`src/rtl/histogram_accumulator_if.sv`:
```
// Pixel stream and histogram RAM port of the histogram accumulator.
// The slave modport is the accumulator's view; master is the pixel source / RAM side.
interface histogram_accumulator_if #(
    parameter int unsigned word_size = 20
);
    logic [7:0]           iPixel;
    logic                 iValid;
    logic                 oReady;
    logic [7:0]           oRdAddr;
    logic [word_size-1:0] iRdData;
    logic [7:0]           oWrAddr;
    logic [word_size-1:0] oWrData;
    logic                 oWE;

    modport slave (
        input  iPixel, iValid, iRdData,
        output oReady, oRdAddr, oWrAddr, oWrData, oWE
    );

    modport master (
        output iPixel, iValid, iRdData,
        input  oReady, oRdAddr, oWrAddr, oWrData, oWE
    );
endinterface

```
`src/rtl/histogram_accumulator.sv`:
```
// 256-bin intensity histogram builder. Clears the histogram RAM, then counts
// each accepted pixel by a 3-stage read-modify-write with write forwarding so
// back-to-back pixels of the same value are counted exactly.
module histogram_accumulator #(
    parameter int unsigned word_size  = 20,
    parameter int unsigned num_pixels = 800 * 480
) (
    input  logic                     iClk,
    input  logic                     iRst_n,
    input  logic                     iStart,
    histogram_accumulator_if.slave   bus,
    output logic [18:0]              oPixelCount,
    output logic                     oDone
);

    typedef enum logic [2:0] {StIdle, StClear, StAccum, StDrain, StDone} state_e;

    localparam logic [18:0]          PixelLimit = 19'(num_pixels);
    localparam logic [word_size-1:0] CountMax   = '1;

    state_e               state_q;
    logic [1:0]           drain_cnt_q;
    logic                 s1_valid_q;
    logic                 s2_valid_q;
    logic [7:0]           s2_addr_q;
    logic                 lc_valid_q;
    logic [7:0]           lc_addr_q;
    logic [word_size-1:0] lc_data_q;

    logic                 accept;
    logic                 s3_valid;
    logic [word_size-1:0] fwd;
    logic [word_size-1:0] new_count;

    // Accept qualification, stage-3 validity and forwarded increment for stage 2.
    always_comb begin
        accept    = (state_q == StAccum) && bus.iValid && bus.oReady;
        // The write port carries clear writes in CLEAR; only pipeline writes are stage 3.
        s3_valid  = bus.oWE && (state_q != StClear);
        fwd       = bus.iRdData;
        if (lc_valid_q && (lc_addr_q == s2_addr_q)) begin
            fwd = lc_data_q;
        end
        // Stage 3 is newer than the last committed write, so it wins.
        if (s3_valid && (bus.oWrAddr == s2_addr_q)) begin
            fwd = bus.oWrData;
        end
        new_count = (fwd == CountMax) ? fwd : fwd + word_size'(1);
    end

    // Control FSM plus registered pipeline and RAM port outputs.
    always_ff @(posedge iClk or negedge iRst_n) begin
        if (!iRst_n) begin
            state_q     <= StIdle;
            drain_cnt_q <= 2'd0;
            s1_valid_q  <= 1'b0;
            s2_valid_q  <= 1'b0;
            s2_addr_q   <= 8'd0;
            lc_valid_q  <= 1'b0;
            lc_addr_q   <= 8'd0;
            lc_data_q   <= '0;
            bus.oReady  <= 1'b0;
            bus.oRdAddr <= 8'd0;
            bus.oWrAddr <= 8'd0;
            bus.oWrData <= '0;
            bus.oWE     <= 1'b0;
            oPixelCount <= 19'd0;
            oDone       <= 1'b0;
        end else if (iStart) begin
            // Abort everything in flight and issue the first clear write next cycle.
            state_q     <= StClear;
            drain_cnt_q <= 2'd0;
            s1_valid_q  <= 1'b0;
            s2_valid_q  <= 1'b0;
            lc_valid_q  <= 1'b0;
            bus.oReady  <= 1'b0;
            bus.oWrAddr <= 8'd0;
            bus.oWrData <= '0;
            bus.oWE     <= 1'b1;
            oPixelCount <= 19'd0;
            oDone       <= 1'b0;
        end else begin
            oDone <= 1'b0;

            // Stage 1: present the read address of the accepted pixel.
            s1_valid_q <= accept;
            if (accept) begin
                bus.oRdAddr <= bus.iPixel;
            end

            // Stage 2: read data arrives next cycle for this address.
            s2_valid_q <= s1_valid_q;
            s2_addr_q  <= bus.oRdAddr;

            // Stage 3: registered write of the incremented count.
            bus.oWE <= s2_valid_q;
            if (s2_valid_q) begin
                bus.oWrAddr <= s2_addr_q;
                bus.oWrData <= new_count;
            end

            // Remember the write committing this cycle; a read issued now misses it.
            lc_valid_q <= s3_valid;
            lc_addr_q  <= bus.oWrAddr;
            lc_data_q  <= bus.oWrData;

            if (accept) begin
                oPixelCount <= oPixelCount + 19'd1;
                if (oPixelCount + 19'd1 == PixelLimit) begin
                    bus.oReady <= 1'b0;
                end
            end

            case (state_q)
                StIdle: begin
                end
                StClear: begin
                    if (bus.oWrAddr == 8'hFF) begin
                        state_q    <= StAccum;
                        bus.oReady <= 1'b1;
                    end else begin
                        bus.oWE     <= 1'b1;
                        bus.oWrAddr <= bus.oWrAddr + 8'd1;
                        bus.oWrData <= '0;
                    end
                end
                StAccum: begin
                    if (oPixelCount == PixelLimit) begin
                        state_q     <= StDrain;
                        drain_cnt_q <= 2'd0;
                    end
                end
                StDrain: begin
                    if (drain_cnt_q == 2'd2) begin
                        state_q <= StDone;
                        oDone   <= 1'b1;
                    end else begin
                        drain_cnt_q <= drain_cnt_q + 2'd1;
                    end
                end
                StDone: begin
                    state_q <= StIdle;
                end
                default: begin
                    state_q <= StIdle;
                end
            endcase
        end
    end

endmodule

```
`src/flat_wrapper.sv`:
```
// flat-port wrapper written by rule: the top's interface ports become plain ports
module histogram_accumulator_flat 
#(
    parameter int unsigned word_size  = 20,
    parameter int unsigned num_pixels = 800 * 480
)
  (iClk, iRst_n, iStart, oPixelCount, oDone, bus_iPixel, bus_iValid, bus_iRdData, bus_oReady, bus_oRdAddr, bus_oWrAddr, bus_oWrData, bus_oWE);
  histogram_accumulator_if #(.word_size(word_size)) bus_i ();
  input  logic iClk;
  input  logic iRst_n;
  input  logic iStart;
  output logic [18:0] oPixelCount;
  output logic oDone;
  input wire logic [$bits(bus_i.iPixel)-1:0] bus_iPixel;
  input wire logic [$bits(bus_i.iValid)-1:0] bus_iValid;
  input wire logic [$bits(bus_i.iRdData)-1:0] bus_iRdData;
  output wire logic [$bits(bus_i.oReady)-1:0] bus_oReady;
  output wire logic [$bits(bus_i.oRdAddr)-1:0] bus_oRdAddr;
  output wire logic [$bits(bus_i.oWrAddr)-1:0] bus_oWrAddr;
  output wire logic [$bits(bus_i.oWrData)-1:0] bus_oWrData;
  output wire logic [$bits(bus_i.oWE)-1:0] bus_oWE;
  assign bus_i.iPixel = bus_iPixel;
  assign bus_i.iValid = bus_iValid;
  assign bus_i.iRdData = bus_iRdData;
  assign bus_oReady = bus_i.oReady;
  assign bus_oRdAddr = bus_i.oRdAddr;
  assign bus_oWrAddr = bus_i.oWrAddr;
  assign bus_oWrData = bus_i.oWrData;
  assign bus_oWE = bus_i.oWE;
  histogram_accumulator #(.word_size(word_size), .num_pixels(num_pixels)) u_core (.iClk(iClk), .iRst_n(iRst_n), .iStart(iStart), .bus(bus_i), .oPixelCount(oPixelCount), .oDone(oDone));
endmodule
```
`config.mk`:
```
export PLATFORM = sky130hd
export DESIGN_NAME = histogram_accumulator_flat
export DESIGN_NICKNAME = d
export VERILOG_FILES = /design/src/rtl/histogram_accumulator_if.sv /design/src/rtl/histogram_accumulator.sv /design/src/flat_wrapper.sv
export SDC_FILE = /design/constraint.sdc
export NUM_CORES = 1
export LEC_CHECK = 0
export ABC_AREA = 1
export BUFFER_PORTS_ARGS = -buffer_cell sky130_fd_sc_hd__buf_2
export CORE_MARGIN = 1
export CORE_UTILIZATION = 40
export DETAILED_ROUTE_END_ITERATION = 8
export PLACE_DENSITY_LB_ADDON = 0.2
export RECOVER_POWER = 25
export SYNTH_ARGS = -nofsm -noshare
export SYNTH_HDL_FRONTEND = slang
export SYNTH_SLANG_ARGS = --single-unit
export TNS_END_PERCENT = 100
```
`constraint.sdc`:
```
create_clock -name iClk -period 2.5 [get_ports iClk]
set_input_delay 0.125 -clock iClk [delete_from_list [all_inputs] [get_ports iClk]]
set_output_delay 0.125 -clock iClk [all_outputs]
set_load 0.02 [all_outputs]
```
==> metrics, run 1 <==
outcome finished, violations left; violated checks design-rule violations; PortBufs 89; P per Cell Area 490 nW/µm²; Worst Path Max Fanout 7; FP Rows 46; Die X 129 µm; share of cells above drive strength 1 29.5%; CP Data Required Time 2750 ps; Routed WL per cell 14.5 µm; Post-route DRC 2; GRT overflow 0; critical path capture point type flip-flop; H-tree levels 3; Design Area, Final 8510 µm²; largest net degree at the start of global routing 53; Crit Path Class reg -> reg; Inst Count DP 1268; Post-DP Area 7510 µm²; max_slew headroom 16.5%; Util after Layout 53.8%; syn_area_per_cell 6.91 µm²; CP startpoint kind flip-flop; final period utilization 99.5%; Final Max Slew Viols 0; Max Clock Freq 0.402 GHz; initial core utilization 40.8%; commonest cells after routing, fill and taps aside nand2_1 (237), inv_1 (128), dfrtp_1 (95), buf_2 (87), nand3_1 (80); initial antenna violation count 0; arrival time worst endpoint 2740 ps; Filler Cells Inserted 1588; Non-Filler Instances 1312; Net Count, Synth 972; commonest non-fill, non-tap cell in the layout nand2_1; Nets 1128; hold_ws 4.70 ps; Gate Count Post-Synth 935; vias per cell 4.97; clk_skew 12.1 ps; worst hold path type in -> reg; worst skew pair latency 360 ps; first-pass GRT wire length 29400 µm; ant diodes 0; DRT Pass-1 Iters 7; Leakage Power 4.17 nW; RSZ-0062 raised after global routing yes; number of library cell types mapped by synthesis 35; Clock Sinks 102; die height 129 µm; TritonCTS clock tree done; minimum clock period 2490 ps; final hold violations 0; Ys Warns 0; clk root buf clkbuf_16; Fin Setup TNS 0 ps; register area share after synthesis 39.5%; Worst-path clk slew 70 ps; die footprint 16700 µm²; Final WS setup 13.2 ps; Max Cap Viol 0; Final Power 4.17 mW; pre-CTS setup slack -18.8 ps; DP HPWL 13700 µm; DRT antenna net count 0; Setup Viol. Count Final 0; routability-driven placement congestion ratio 0.938; total CTS buffers 9; vias in the first global route 5649; Worst VDD drop 0.343 mV; initial drt markers 515; # IOs 90; actual slew at the worst max-slew pin 1250 ps; via count 6515; Area growth syn-to-layout 31.8%; final WL 19100 µm; mapped cell area 6460 µm²; core area 15800 µm²; Yosys reg bits 102; GRT Overall Usage 22.9%; clk buf depth 2
-- synth_stat cells --
cell | count | area share [%]
a211oi_1 | 2 | 0.23
a21oi_1 | 26 | 2.0
a21oi_2 | 2 | 0.27
a31oi_1 | 1 | 0.097
buf_1 | 1 | 0.058
buf_2 | 7 | 0.54
buf_4 | 2 | 0.23
buf_6 | 5 | 0.87
clkbuf_1 | 17 | 0.99
clkinv_1 | 2 | 0.12
dfrtp_1 | 102 | 40
ha_1 | 5 | 0.97
inv_1 | 134 | 7.8
inv_2 | 10 | 0.58
nand2_1 | 281 | 16
nand2_2 | 10 | 0.97
nand3_1 | 90 | 7.0
nand3_2 | 3 | 0.47
nand3_4 | 4 | 1.1
nand3b_1 | 6 | 0.70
nand4_1 | 11 | 1.1
nor2_1 | 59 | 3.4
nor2_2 | 7 | 0.68
nor2_4 | 5 | 0.87
nor3_1 | 12 | 0.93
nor3_2 | 1 | 0.16
o211ai_1 | 1 | 0.12
o21ai_0 | 76 | 5.9
o21ai_1 | 11 | 0.85
o21ai_2 | 1 | 0.14
o221ai_1 | 1 | 0.14
o22ai_1 | 12 | 1.2
or2_2 | 1 | 0.097
xnor2_1 | 6 | 0.81
xor2_1 | 21 | 2.8
-- worst max-delay path, cell delays in order (launching register included) --
cell,delay (ps)
dfrtp_1,440
nand2_1,100
nand2_2,70
inv_2,50
nand2_2,50
nor2_4,140
nand3_4,200
buf_12,230
nand2_4,60
nand3_2,80
nand2_4,110
nand2_2,90
inv_1,70
nand2_2,80
nor2_4,170
xor2_1,200
nand3_1,100
nand2_1,90
inv_1,40
-- cell type report --
class                   count  area [µm²]  area share [%]
flip-flops and latches    102        2560            30.1
clock inverters             5        41.3           0.485
repair buffers            177        1300            15.2
inverters                 146         551            6.47
clock buffers              11         233            2.73
multi-input cells         655        3560            41.8
well taps                 216         270            3.18
-- state kept, by name (all words and copies together) (netlist names) --
name and cells:
u_core.bus.oWrData 20, u_core.lc_data_q 20, u_core.oPixelCount 19, u_core.bus.oRdAddr 8, u_core.bus.oWrAddr 8, u_core.lc_addr_q 8
u_core.s2_addr_q 8, u_core.state_q 3, u_core.drain_cnt_q 2, u_core.bus.oReady 1, u_core.bus.oWE 1, u_core.lc_valid_q 1
u_core.oDone 1, u_core.s1_valid_q 1, u_core.s2_valid_q 1
-- routing by layer --
metal	track usage (%)	vias to the layer above	routed length (µm)
li1	-	3264	-
met1	34.2	3079	9430
met2	34.6	153	8510
met3	3.92	19	942
met4	4.78	0	206
met5	0	-	0
-- where the power goes --
part / switching [mW] / internal, mW / leakage (nW)
Sequential: 0.0701 / 1.74 / 1.34
Clock: 0.675 / 0.688 / 0.127
Combinational: 0.633 / 0.360 / 2.70
Total: 1.38 / 2.79 / 4.17
-- what timing repair did --
item / CTS / global route
endpoints found under the setup margin: 14 / 20
endpoints found under the hold margin: 52 / 0
resized for setup: 1 / 125
pin swaps: 1 / 35
gates cloned: 0 / 4
setup buffers: 2 / 14
hold buffers: 8 / 0
-- logic make-up after synthesis --
family	after synthesis	share of synthesized area (%)
fa+ha+maj	5	0.969
buf+inv	178	11.2
simple gates	490	33.8
compound gates	133	10.9
xor+xnor	27	3.66
flops	102	39.5
-- final timing paths --
path | endpoint | slack, ps | depth (start not counted) | start
setup / recovery | u_core.bus.oWrData[7] | 10 | 18 | u_core.s2_addr_q[3]
hold / removal | u_core.bus.oRdAddr[0] | 5 | 3 | bus_iPixel[0]
setup reg to reg | u_core.bus.oWrData[7] | 10 | 18 | u_core.s2_addr_q[3]
hold reg to reg | u_core.s2_valid_q | 470 | 2 | u_core.s1_valid_q
max in group asynchronous | u_core.bus.oWrAddr[2] | 1040 | 3 | iRst_n
min in group asynchronous | u_core.lc_data_q[7] | 560 | 2 | iRst_n
No activity file was read; power rests on OpenSTA's default activity.
==> run 2: changes to the inputs <==
--- a/config.mk
+++ b/config.mk
@@ -10,9 +10,9 @@
 export CORE_MARGIN = 1
 export CORE_UTILIZATION = 40
 export DETAILED_ROUTE_END_ITERATION = 8
+export MAX_ROUTING_LAYER = met4
 export PLACE_DENSITY_LB_ADDON = 0.2
 export RECOVER_POWER = 25
 export SYNTH_ARGS = -nofsm -noshare
 export SYNTH_HDL_FRONTEND = slang
 export SYNTH_SLANG_ARGS = --single-unit
-export TNS_END_PERCENT = 100
==> metrics, run 2 (same netlist as run 1, synthesis figures left out) <==
Leakage Power 4.13 nW (was 4.17 nW); Worst VDD drop 0.364 mV (was 0.343 mV); routability-driven placement congestion ratio 0.926 (was 0.938); Worst-path clk slew 70 ps (about the same); Max Clock Freq 0.407 GHz (was 0.402 GHz); Die X 129 µm (unchanged); total CTS buffers 9 (unchanged); Final Power 4.15 mW (was 4.17 mW); slowest stage delay, CP 420 ps (was 440 ps); Post-DP Area 7530 µm² (was 7510 µm²); clk buf depth 2 (unchanged); Fin Setup TNS 0 ps (unchanged); Nets 1129 (was 1128); P per Cell Area 491 nW/µm² (was 490 nW/µm²); pre-CTS setup slack -64.3 ps (was -18.8 ps); GRT overflow 0 (unchanged); PortBufs 89 (unchanged); FP Rows 46 (unchanged); share of cells above drive strength 1 29.1% (was 29.5%); first-pass GRT wire length 30600 µm (was 29400 µm); # IOs 90 (unchanged); vias in the first global route 5935 (was 5649); Max Cap Viol 0 (unchanged); Setup Viol. Count Final 0 (unchanged); ant diodes 0 (unchanged); CP top delay family simple AND/OR/NAND/NOR gates (unchanged); commonest cells after routing, fill and taps aside nand2_1 (241), inv_1 (131), dfrtp_1 (94), buf_2 (87), nand3_1 (81) (was nand2_1 (237), inv_1 (128), dfrtp_1 (95), buf_2 (87), nand3_1 (80)); Inst Count DP 1267 (was 1268); clk_skew 13.1 ps (was 12.1 ps); initial antenna violation count 0 (unchanged); CP cell instances inv_2, nand2_1, nand2_2, inv_1, nand2_2, nor2_4, nand3_4, buf_12, nand2_4, nand3_2, nand2_2, nand2_2, nor2_4, nand2_4, inv_4, nand3_4, nand2_2, nand2_2, a21oi_2 (was nand2_1, nand2_2, inv_2, nand2_2, nor2_4, nand3_4, buf_12, nand2_4, nand3_2, nand2_4, nand2_2, inv_1, nand2_2, nor2_4, xor2_1, nand3_1, nand2_1, inv_1); Hold Path Cell Cnt 4 (was 3); vias per cell 4.93 (was 4.97); Final WS setup 44.2 ps (was 13.2 ps); FF-to-FF setup slack 40 ps (was 10 ps); largest net degree at the start of global routing 53 (unchanged); RSZ-0062 raised after global routing yes (unchanged); CP startpoint u_core.s2_addr_q[1] (was u_core.s2_addr_q[3]); Non-Filler Instances 1313 (was 1312); H-tree levels 3 (unchanged); Area growth syn-to-layout 30.9% (was 31.8%); CP Data Required Time 2790 ps (was 2750 ps); Clock Sinks 102 (unchanged); worst path bufs/invs 4 (unchanged); Slowest-stage cell, CP dfrtp_2 (was dfrtp_1); GRT Overall Usage 24.6% (was 22.9%); R2R depth 19 (was 18); Filler Cells Inserted 1530 (was 1588); DRT antenna net count 0 (unchanged); outcome finished, final reports clean (was finished, violations left); minimum clock period 2460 ps (was 2490 ps); commonest non-fill, non-tap cell in the layout nand2_1 (unchanged); Final Max Slew Viols 0 (unchanged); arrival time worst endpoint 2750 ps (was 2740 ps); RR Endpoint u_core.bus.oWrData[0] (was u_core.bus.oWrData[7]); RR Startpoint u_core.s2_addr_q[1] (was u_core.s2_addr_q[3]); worst skew pair latency 360 ps (about the same); Crit Path Class reg -> reg (unchanged); via count 6474 (was 6515); initial drt markers 542 (was 515); worst hold path type in -> reg (unchanged); DRT Pass-1 Iters 8 (was 7); final WL 19300 µm (was 19100 µm); final hold violations 0 (unchanged); die height 129 µm (unchanged); CP startpoint kind flip-flop (unchanged); Design Area, Final 8460 µm² (was 8510 µm²); actual slew at the worst max-slew pin 1040 ps (was 1250 ps); max_slew headroom 30.6% (was 16.5%); Crit path top cell by count nand2_2 (unchanged); critical path capture point type flip-flop (unchanged); Post-route DRC 0 (was 2); Routed WL per cell 14.7 µm (was 14.5 µm); clk root buf clkbuf_16 (unchanged); Worst Path Max Fanout 8 (was 7); TritonCTS clock tree done (unchanged); biggest regs u_core.bus.oWrData (20), u_core.lc_data_q (20), u_core.oPixelCount (19) (unchanged); DP HPWL 13700 µm (about the same); initial core utilization 40.8% (unchanged); HP Start bus_iValid (was bus_iPixel[0]); die footprint 16700 µm² (unchanged); Hold Path End u_core.oPixelCount[18] (was u_core.bus.oRdAddr[0]); final period utilization 98.2% (was 99.5%); core area 15800 µm² (unchanged)
## run 2: worst register-to-register path, cell delays in order (launching register included)
cell and delay [ps]:
dfrtp_2 420, inv_2 50, nand2_1 60, nand2_2 60
inv_1 60, nand2_2 60, nor2_4 160, nand3_4 170
buf_12 200, nand2_4 60, nand3_2 80, nand2_2 120
nand2_2 90, nor2_4 180, nand2_4 90, inv_4 90
nand3_4 150, nand2_2 120, nand2_2 60, a21oi_2 120
## run 2: cell type report
class	count	area [µm²]	share of cell area, %
Multi-Input combinational cell	656	3570	42.3
Sequential cell	102	2560	30.3
Timing Repair Buffer	177	1220	14.5
Inverter	146	553	6.54
Tap cell	216	270	3.20
Clock buffer	11	233	2.75
Clock inverter	5	41.3	0.488
## run 2: what timing repair did
action                                 4_1_cts  5_1_grt
gates resized for setup                      6      110
hold buffers                                 9        0
pin swaps                                    0       44
setup endpoints to repair                   20       20
gates cloned                                 0        2
buffers inserted                             0       19
endpoints found under the hold margin       43        0
## run 2: worst max-delay path by stage
stage	end	slack [ps]	depth (start not counted)
2_1_floorplan	u_core.bus.oWrData[11]	5	20
3_3_place_gp	u_core.bus.oWrData[1]	-80	18
3_5_place_dp	u_core.bus.oWrData[1]	-60	18
4_1_cts	u_core.bus.oWrData[1]	-20	18
5_1_grt	u_core.bus.oWrData[7]	-130	18
6_report	u_core.bus.oWrData[0]	40	19
## run 2: power by group
part / total, mW / switching [mW] / leakage, nW / internal, mW
combinational: 0.979 / 0.631 / 2.67 / 0.349
sequential: 1.81 / 0.0689 / 1.34 / 1.74
clock: 1.36 / 0.676 / 0.127 / 0.687
total: 4.15 / 1.38 / 4.13 / 2.78
## run 2: routing by layer
layer / GRT usage, % / share of wire, %
met2: 36.2 / 44
met4: 6.51 / 1.6
met1: 35.1 / 50
met3: 3.88 / 4.5
met5: - / 0
## run 2: metrics by stage
| step | utilization (%) | hold slack (ps) |
|---|---|---|
| 2_1_floorplan | - | -171 |
| 3_3_place_gp | 47.6 | 141 |
| 3_5_place_dp | 47.6 | 141 |
| 4_1_cts | 50.0 | 226 |
| 5_1_grt | 53.4 | 345 |
| 6_report | 53.4 | 300 |
==> run 3: changes to the inputs <==
--- a/config.mk
+++ b/config.mk
@@ -10,9 +10,11 @@
 export CORE_MARGIN = 1
 export CORE_UTILIZATION = 40
 export DETAILED_ROUTE_END_ITERATION = 8
+export GPL_TIMING_DRIVEN = 0
 export MAX_ROUTING_LAYER = met4
-export PLACE_DENSITY_LB_ADDON = 0.2
+export PLACE_DENSITY_LB_ADDON = 0.25
 export RECOVER_POWER = 25
+export SLEW_MARGIN = 40
 export SYNTH_ARGS = -nofsm -noshare
 export SYNTH_HDL_FRONTEND = slang
 export SYNTH_SLANG_ARGS = --single-unit
==> metrics, run 3 (same netlist as run 1, synthesis figures left out) <==
outcome finished, violations left (was finished, final reports clean); violated checks max-capacitance violations, max-slew violations, negative setup slack; minimum clock period 2550 ps (was 2460 ps); share of cells above drive strength 1 27.9% (was 29.1%); area of the multi-input gates 3630 µm² (was 3570 µm²); Clock Sinks 102 (unchanged); die height 129 µm (unchanged); M2 GR Usage 40.9% (was 36.2%); final period utilization 102% (was 98.2%); initial antenna violation count 0 (unchanged); # IOs 90 (unchanged); ant diodes 0 (unchanged); PortBufs 88 (was 89); Design Area, Final 8520 µm² (was 8460 µm²); Nets 1128 (was 1129); clk buf depth 2 (unchanged); Final Max Slew Viols 33 (was 0); via count 6752 (was 6474); Routed WL per cell 16.2 µm (was 14.7 µm); DRT Pass-1 Iters 7 (was 8); CP startpoint kind flip-flop (unchanged); TritonCTS clock tree done (unchanged); final hold violations 0 (unchanged); Inst Count DP 1240 (was 1267); critical path capture point type flip-flop (unchanged); clk_skew 10.4 ps (was 13.1 ps); routability-driven placement congestion ratio 0.954 (was 0.926); P per Cell Area 504 nW/µm² (was 491 nW/µm²); Filler Cells Inserted 1556 (was 1530); arrival time worst endpoint 2840 ps (was 2750 ps); final WL 21300 µm (was 19300 µm); first-pass GRT wire length 32900 µm (was 30600 µm); Worst VDD drop 0.324 mV (was 0.364 mV); RR Startpoint u_core.s2_addr_q[3] (was u_core.s2_addr_q[1]); vias in the first global route 6129 (was 5935); Fin Setup TNS -105 ps (was 0 ps); Worst-path clk slew 80 ps (was 70 ps); hold_ws 217 ps (was 300 ps); initial core utilization 40.8% (unchanged); HP Start iStart (was bus_iValid); met3 Track Usage GR 2.97% (was 3.88%); commonest cells after routing, fill and taps aside nand2_1 (250), inv_1 (131), dfrtp_1 (90), buf_2 (89), o21ai_0 (75) (was nand2_1 (241), inv_1 (131), dfrtp_1 (94), buf_2 (87), nand3_1 (81)); Area growth syn-to-layout 32.0% (was 30.9%); Final Power 4.30 mW (was 4.15 mW); pre-CTS setup slack -637 ps (was -64.3 ps); H-tree levels 3 (unchanged); Die X 129 µm (unchanged); Util after Layout 53.8% (was 53.4%); Worst Path Max Fanout 4 (was 8); Max Cap Viol 1 (was 0); worst skew pair latency 360 ps (about the same); initial drt markers 563 (was 542); Setup Viol. Count Final 6 (was 0); DRT antenna net count 0 (unchanged); max_slew headroom -30.8% (was 30.6%); worst hold path type in -> reg (unchanged); FP Rows 46 (unchanged); GRT overflow 0 (unchanged); die footprint 16700 µm² (unchanged); Non-Filler Instances 1312 (was 1313); met1 Track Usage GR 38.1% (was 35.1%); largest net degree at the start of global routing 71 (was 53); CP startpoint u_core.s2_addr_q[3] (was u_core.s2_addr_q[1]); DP HPWL 14600 µm (was 13700 µm); GRT Overall Usage 27.1% (was 24.6%); FF/Latch Area 2570 µm² (was 2560 µm²); Leakage Power 4.15 nW (was 4.13 nW); biggest regs u_core.bus.oWrData (20), u_core.lc_data_q (20), u_core.oPixelCount (19) (unchanged); Max Clock Freq 0.393 GHz (was 0.407 GHz); Post-route DRC 0 (unchanged); Post-DP Area 7220 µm² (was 7530 µm²); total CTS buffers 9 (unchanged); Crit Path Class reg -> reg (unchanged); CP Data Required Time 2800 ps (was 2790 ps); vias per cell 5.15 (was 4.93); RSZ-0062 raised after global routing yes (unchanged); Final WS setup -45.6 ps (was 44.2 ps); clk root buf clkbuf_16 (unchanged); GRT Max-Usage Layer met2 (unchanged); core area 15800 µm² (unchanged); commonest non-fill, non-tap cell in the layout nand2_1 (unchanged); actual slew at the worst max-slew pin 1960 ps (was 1040 ps)
[run 3: cell count changes in the layout (fill, tap and decap cells not counted), moves of 6 or more]
cell and change:
buf_12 -6, buf_4 -23, buf_8 +7, clkbuf_1 +14
nand2_1 +9, nand2_2 -11, nand3_1 -10, nand3_2 +6
[run 3: repair_timing]
action                     4_1_cts  5_1_grt
gates cloned                     1        1
hold endpoints to repair       110        0
setup buffers                   25       23
resized for setup               61       86
pin swaps                       25       56
setup endpoints to repair       27       48
hold buffers                     9        0
[run 3: worst paths after layout]
check	endpoint	slack, ps	cells past startpoint
max	u_core.bus.oWrData[1]	-50	22
max reg2reg	u_core.bus.oWrData[1]	-50	22
min reg2reg	u_core.s2_valid_q	470	2
min	u_core.lc_addr_q[5]	220	2
min in group asynchronous	u_core.lc_data_q[7]	850	2
max in group asynchronous	u_core.s2_addr_q[5]	490	3
[run 3: final cells by class]
type | count | area share, %
Multi-Input combinational cell | 655 | 42.6
Tap cell | 216 | 3.17
Clock inverter | 5 | 0.749
Sequential cell | 102 | 30.1
Buffer | 30 | 2.53
Inverter | 146 | 6.52
Clock buffer | 11 | 2.73
Timing Repair Buffer | 147 | 11.6
[run 3: worst max-delay path, stage by stage (launching register included)]
cell,delay [ps]
dfrtp_2,440
buf_6,110
inv_2,20
nand2_1,40
nand2_1,60
inv_1,70
nand2_2,60
nor2_4,110
nand3_4,120
buf_8,160
nand2_4,60
nand3_4,70
nand2_4,90
ha_4,160
nand2_4,60
nor2_4,160
nand2_4,90
inv_4,60
nand3_4,120
buf_6,170
nand2_2,50
nand2_2,40
a21oi_1,130
[run 3: per-layer routing]
layer  vias up  routed length, µm
met5         -                  0
met2       225               9620
li1       3277                  -
met4         0                365
met1      3223              10000
met3        27               1260
[run 3: power breakdown]
group          total, mW  internal, mW  switching [mW]  leakage, nW
sequential          1.84          1.74          0.0923         1.33
combinational      0.991         0.351           0.640         2.68
clock               1.47         0.789           0.681        0.141
total               4.30          2.88            1.41         4.15
